==> src/rtl/seqdet_pkg.sv <==
// Definitions shared by the nibble serializer and the downstream sequence detector.
package seqdet_pkg;

    localparam int FRAME_LEN = 4;

    typedef enum logic [$clog2(FRAME_LEN)-1:0] {PH0, PH1, PH2, PH3} phase_t;

    localparam logic [3:0] PAT_0111 = 4'b0111;
    localparam logic [3:0] PAT_1001 = 4'b1001;
    localparam logic [3:0] PAT_1110 = 4'b1110;

    function automatic logic is_detect_pattern(input logic [3:0] n);
        return (n == PAT_0111) || (n == PAT_1001) || (n == PAT_1110);
    endfunction

endpackage

==> src/rtl/nibble_frame_serializer_if.sv <==
// Valid/ready nibble handshake between a test-nibble producer and the serializer.
interface nibble_frame_serializer_if;
    logic       in_valid;
    logic [3:0] in_data;
    logic       in_ready;

    modport master (output in_valid, output in_data, input in_ready);
    modport slave  (input in_valid, input in_data, output in_ready);
endinterface

==> src/rtl/sync_fifo_nib.sv <==
// DEPTH x 4 synchronous FIFO; head is read combinationally, level tracks occupancy.
module sync_fifo_nib #(
    parameter int DEPTH = 4
) (
    input  logic                   clk,
    input  logic                   rst,
    input  logic                   push,
    input  logic [3:0]             din,
    input  logic                   pop,
    output logic [3:0]             head,
    output logic [$clog2(DEPTH):0] level
);
    localparam int AW = $clog2(DEPTH);

    logic [3:0]    mem [DEPTH];
    logic [AW-1:0] wr_ptr;
    logic [AW-1:0] rd_ptr;

    assign head = mem[rd_ptr];

    // Callers guarantee push only when not full and pop only when not empty.
    always_ff @(posedge clk) begin
        if (rst) begin
            wr_ptr <= '0;
            rd_ptr <= '0;
            level  <= '0;
        end else begin
            if (push) begin
                mem[wr_ptr] <= din;
                wr_ptr      <= wr_ptr + 1'b1;
            end
            if (pop) begin
                rd_ptr <= rd_ptr + 1'b1;
            end
            case ({push, pop})
                2'b10:   level <= level + 1'b1;
                2'b01:   level <= level - 1'b1;
                default: level <= level;
            endcase
        end
    end

endmodule

==> src/rtl/nibble_frame_serializer.sv <==
// Buffers test nibbles and emits them MSB-first on a fixed 4-cycle frame grid,
// padding with a non-matching FILL frame whenever the FIFO is empty.
//
//   ph  | meaning
//   PH0 | frame bit 3 on ser_out, frame_start high
//   PH1 | frame bit 2
//   PH2 | frame bit 1
//   PH3 | frame bit 0; next frame (FIFO head or FILL) loads on leaving
module nibble_frame_serializer
    import seqdet_pkg::*;
#(
    parameter int         DEPTH = 4,
    parameter logic [3:0] FILL  = 4'b0000,
    parameter int         CNT_W = 16
) (
    input  logic                   clk,
    input  logic                   rst,
    nibble_frame_serializer_if.slave up,
    output logic                   ser_out,
    output logic                   ser_valid,
    output logic                   frame_start,
    output logic [$clog2(DEPTH):0] level,
    output logic [CNT_W-1:0]       frame_cnt
);
    localparam int LW = $clog2(DEPTH) + 1;

    if (is_detect_pattern(FILL)) begin : g_bad_fill
        $error("FILL pattern would trigger the detector");
    end
    if ((DEPTH < 2) || ((DEPTH & (DEPTH - 1)) != 0)) begin : g_bad_depth
        $error("DEPTH must be a power of two and at least 2");
    end

    phase_t           ph;
    phase_t           ph_nxt;
    logic [3:0]       sr;
    logic [3:0]       sr_nxt;
    logic             ser_valid_nxt;
    logic             frame_start_nxt;
    logic [CNT_W-1:0] frame_cnt_nxt;
    logic             push;
    logic             pop;
    logic [3:0]       head;

    // Ready follows the registered level only, so a full FIFO refuses even when popping.
    assign up.in_ready = (level < LW'(DEPTH));
    assign push        = up.in_valid && up.in_ready;
    assign ser_out     = sr[3];

    sync_fifo_nib #(.DEPTH(DEPTH)) u_fifo (
        .clk   (clk),
        .rst   (rst),
        .push  (push),
        .din   (up.in_data),
        .pop   (pop),
        .head  (head),
        .level (level)
    );

    always_comb begin
        ph_nxt          = phase_t'(ph + 1'b1);
        sr_nxt          = {sr[2:0], 1'b0};
        ser_valid_nxt   = ser_valid;
        frame_start_nxt = (ph == PH3);
        frame_cnt_nxt   = frame_cnt;
        pop             = 1'b0;
        if (ph == PH3) begin
            if (level != '0) begin
                pop           = 1'b1;
                sr_nxt        = head;
                ser_valid_nxt = 1'b1;
                frame_cnt_nxt = frame_cnt + CNT_W'(1);
            end else begin
                sr_nxt        = FILL;
                ser_valid_nxt = 1'b0;
            end
        end
    end

    // Reset starts a FILL frame immediately so the detector window stays aligned.
    always_ff @(posedge clk) begin
        if (rst) begin
            ph          <= PH0;
            sr          <= FILL;
            ser_valid   <= 1'b0;
            frame_start <= 1'b1;
            frame_cnt   <= '0;
        end else begin
            ph          <= ph_nxt;
            sr          <= sr_nxt;
            ser_valid   <= ser_valid_nxt;
            frame_start <= frame_start_nxt;
            frame_cnt   <= frame_cnt_nxt;
        end
    end

endmodule

==> src/flat_wrapper.sv <==
// flat-port wrapper written by rule: the top's interface ports become plain ports
module nibble_frame_serializer_flat import seqdet_pkg::*;
#(
    parameter int         DEPTH = 4,
    parameter logic [3:0] FILL  = 4'b0000,
    parameter int         CNT_W = 16
)
  (clk, rst, ser_out, ser_valid, frame_start, level, frame_cnt, up_in_valid, up_in_data, up_in_ready);
  nibble_frame_serializer_if up_i ();
  input  logic clk;
  input  logic rst;
  output logic ser_out;
  output logic ser_valid;
  output logic frame_start;
  output logic [$clog2(DEPTH):0] level;
  output logic [CNT_W-1:0] frame_cnt;
  input wire logic [$bits(up_i.in_valid)-1:0] up_in_valid;
  input wire logic [$bits(up_i.in_data)-1:0] up_in_data;
  output wire logic [$bits(up_i.in_ready)-1:0] up_in_ready;
  assign up_i.in_valid = up_in_valid;
  assign up_i.in_data = up_in_data;
  assign up_in_ready = up_i.in_ready;
  nibble_frame_serializer #(.DEPTH(DEPTH), .FILL(FILL), .CNT_W(CNT_W)) u_core (.clk(clk), .rst(rst), .up(up_i), .ser_out(ser_out), .ser_valid(ser_valid), .frame_start(frame_start), .level(level), .frame_cnt(frame_cnt));
endmodule
==> config.mk <==
export PLATFORM = sky130hd
export DESIGN_NAME = nibble_frame_serializer_flat
export DESIGN_NICKNAME = d
export VERILOG_FILES = /design/src/rtl/seqdet_pkg.sv /design/src/rtl/nibble_frame_serializer_if.sv /design/src/rtl/sync_fifo_nib.sv /design/src/rtl/nibble_frame_serializer.sv /design/src/flat_wrapper.sv
export SDC_FILE = /design/constraint.sdc
export NUM_CORES = 1
export LEC_CHECK = 0
export ABC_AREA = 1
export CAP_MARGIN = 10
export CORE_MARGIN = 5
export CORE_UTILIZATION = 58
export CTS_BUF_LIST = sky130_fd_sc_hd__clkbuf_16
export DETAILED_ROUTE_END_ITERATION = 8
export HOLD_SLACK_MARGIN = 0.15
export PLACE_DENSITY = 0.87
export RECOVER_POWER = 50
export SETUP_SLACK_MARGIN = 0.1
export SLEW_MARGIN = 20
export SYNTH_ARGS = -nofsm -noshare
export SYNTH_HDL_FRONTEND = slang
export SYNTH_HIERARCHICAL = 1
export SYNTH_SLANG_ARGS = --single-unit
==> constraint.sdc <==
create_clock -name clk -period 6.6 [get_ports clk]
set_clock_uncertainty 0.2 [all_clocks]
set_input_delay 1.32 -clock clk [delete_from_list [all_inputs] [get_ports clk]]
set_output_delay 1.32 -clock clk [all_outputs]
set_load 0.05 [all_outputs]
==> impl_results.md <==
- Setup bufs post-CTS: 0
- Post-synth top area cell: dfxtp_1
- HPWL after DPL: 3030 µm
- Sw Pwr: 0.150 mW
- H-tree levels: 2
- Nets: 314
- Share of layout cells above drive strength 1: 0.0633
- Synth Warn #: 6
- CTS tree: yes
- Hold-fix buffers, CTS: 0
- FF-to-FF Start: u_core/ph[0]$_SDFF_PP0_
- Worst Setup End Kind: primary output
- Via count: 1,833
- Post-placement setup slack: 3.23 ns
- Max Cap Viol: 0
- Final Hold Vio Count: 0
- First-pass GRT wire length: 7530 µm
- Setup violation total in the final timing report: 0
- Total Routed Length: 4400 µm
- WP data arrival: around 1.6 ns
- Tcrit/Tclk final: 0.477
- FF-to-FF setup slack: about 4.1 ns
- Status: completed
- Top-area cell type share of the netlist area: 0.301
- Ranking of synthesized cells by area: dfxtp_1 30%, edfxtp_1 22%, nor2_1 8.7%
- Sw Share: 0.231
- Reg power frac: 0.503
- Worst setup slack after layout: between 3 and 4 ns
- Wire length per cell: 12.7 µm
- Post-synthesis simple-gate area fraction: 0.252
- Synth cell types: 25
- Synthesis-to-layout area growth: 22.5%
- Class of the worst hold path: reg2reg
- Critical Path End: frame_cnt[2]
- Reg2reg end: u_core/u_fifo/level[1]$_SDFFE_PP0P_
- Post-route ant nets: 0
- Power Internal: ~0.50 mW
- Unrepaired setup endpoints after global routing: false
- GRT Residual Overflow: 0
- CTS max path bufs: 2
- Critical Path RT: 5.08 ns
- Critical path cell sequence: clkdlybuf4s50_1
- Delay-heaviest family, CP: buffers and inverters
- Combinational share of power: 0.092
- Initial antenna violation count: 0
- Mux cell area share after synthesis: 0
- Die Ht: 71.5 µm
- Setup crit start: u_core/frame_cnt[2]$_SDFFE_PP0P_
- Post-route DRC: 0
- Adder-cell share of the synthesized area: 0.0491
- Clock share of power: 0.404
- Core area: ~3700 µm²
- Maximum vdd drop: 206 µV
- Reg2Reg Depth: 7
- Pin count of the biggest net entering global routing: 20
- Synth Area in Compound Gates: 0.0919
- P per Cell Area: roughly 240 nW/µm²
- Final min period: 3.15 ns
- Mapped Nets: 280
- Die Width: 71.5 µm
- TritonCTS Buffers: 5
- Initial Util: 0.599
- CP max stage delay: around 0.86 ns
- CP max FO: 8
- Clock Tree Root: clkbuf_16
- DIE AREA: between 5000 and 6000 µm²
- Tightest Pin Transition: 0.561 ns
- Setup_tns: 0 ns
- Gate Count Post-Synth: about 270
- Buf+Inv Stages, Crit Path: 1
- Rel. slew slack: 0.626
- Clock Latency Late Sink: approximately 0.28 ns
- Vias per cell: 5.27
- Leakage power: 1.05 nW
- RePlAce Congestion: 0.872
- Post-synthesis cell area: 2190 µm²
- Fmax: ~320 MHz
- Row cnt: 22
- CTS Sinks: 49
- Antenna Cells: 0
- Final Max Tran Viols: 0
- Vias in the first global route: 1,807
- Syn Area/Cell: 8.27 µm²
- Seq cells post-synth: 49
- Setup crit start kind: flip-flop
- Synth Area in XOR/XNOR: 0.00799
- Register area share after synthesis: 0.521
- Input/output buffers: 29
- Crit path depth: 1
- Cts repair resizes: 0
- I/O pins: 30
- CP Class: reg2out
- Total track usage: 0.186
- DRT iter0 DRCs: 207
- Critical path's slowest cell: clkdlybuf4s50_1
- Largest family of logic cells by synthesized area: simple AND/OR/NAND/NOR gates
- Clock-pin slew on the worst setup and hold paths: 0.06 ns
- Drt pass-1 iters: 4
==> how the worst min path moves through the flow <==
stage	start	to	slack [ns]	cells past startpoint
final	u_core/ph[0]$_SDFF_PP0_	u_core/ph[0]$_SDFF_PP0_	0.22	1
after global routing	u_core/ph[0]$_SDFF_PP0_	u_core/ph[0]$_SDFF_PP0_	0.25	1
after CTS	u_core/ph[0]$_SDFF_PP0_	u_core/ph[0]$_SDFF_PP0_	0.22	1
after detailed placement	u_core/ph[0]$_SDFF_PP0_	u_core/ph[0]$_SDFF_PP0_	0.21	1
after global placement	u_core/ph[0]$_SDFF_PP0_	u_core/ph[0]$_SDFF_PP0_	0.21	1
after floorplan	u_core/ph[0]$_SDFF_PP0_	u_core/ph[0]$_SDFF_PP0_	0.19	1
==> cell families (layout without fill, tap and decap cells) <==
family | Yosys count | after routing
flops | 49 | 49
buf+inv | 42 | 77
compound gates | 37 | 37
xor+xnor | 2 | 2
simple gates | 127 | 127
fa+ha+maj | 8 | 8
==> power by group through the flow <==
stage                     clock network [mW]  logic (mW)  registers [mW]
after floorplan                            0      0.0302           0.344
after global placement                     0      0.0565           0.334
after detailed placement                   0      0.0584           0.334
after CTS                              0.266      0.0608           0.328
after global routing                   0.280      0.0661           0.329
final                                  0.263      0.0602           0.328
==> area by class of cell <==
class                           instances  area [µm²]
Clock buffer                            6         150
Clock inverter                          2        7.51
Fill cell                             269         976
Inverter                               40         158
Multi-Input combinational cell        174         878
Sequential cell                        49        1140
Tap cell                               48        60.1
Timing Repair Buffer                   29         290
==> metrics by stage <==
| step | util | hold slack (ns) | instance area, µm² | std cells | power, mW |
|---|---|---|---|---|---|
| floorplan | - | 0.195 | 2190 | 265 | 0.374 |
| global placement | 0.690 | 0.209 | 2530 | 340 | 0.390 |
| global route | 0.733 | 0.254 | 2690 | 348 | 0.675 |
| finish | 0.733 | 0.223 | 2690 | 348 | 0.651 |
| detailed placement | 0.690 | 0.214 | 2530 | 340 | 0.393 |
| CTS | 0.733 | 0.223 | 2690 | 348 | 0.655 |
==> Yosys cell counts (all sizes together) <==
cell and instances:
xor2 1, o21ai 20, xnor2 1, clkbuf 1, nor2 55, nor3 4
fa 1, dfxtp 33, nand2 47, buf 1, nand3 14, ha 7
o22ai 4, nand4 7, edfxtp 16, a21oi 13, inv 40
==> flip-flops by register name, summed over array words and instances, names as in the netlist, named ones only <==
signal,flops
u_core/ph,2
u_core/u_fifo/mem,16
u_core/u_fifo/rd_ptr,2
u_core/sr,4
u_core/u_fifo/wr_ptr,2
u_core/ser_valid,1
u_core/u_fifo/level,3
u_core/frame_start,1
u_core/frame_cnt,16
==> cell usage in the layout, fill, tap and decap left out, types with 4 or more instances in the layout <==
| master | n |
|---|---|
| a21oi_1 | 12 |
| clkdlybuf4s50_1 | 24 |
| o22ai_1 | 4 |
| inv_1 | 37 |
| dfxtp_1 | 33 |
| edfxtp_1 | 16 |
| ha_1 | 7 |
| nand2_1 | 43 |
| dlygate4sd3_1 | 5 |
| o21ai_0 | 11 |
| nand3_1 | 14 |
| clkbuf_16 | 6 |
| nor2_1 | 51 |
| nor3_1 | 4 |
| o21ai_1 | 9 |
| nand4_1 | 7 |
==> metal layers <==
metal  global-route usage  vias to the layer above  share of wire
met5                    0                        -              0
met4               0.0814                        0          0.025
met3               0.0365                        9          0.056
met2                0.314                       51           0.47
met1                0.230                      847           0.44
li1                     -                      926              -
(Power assumes the default switching activity.)
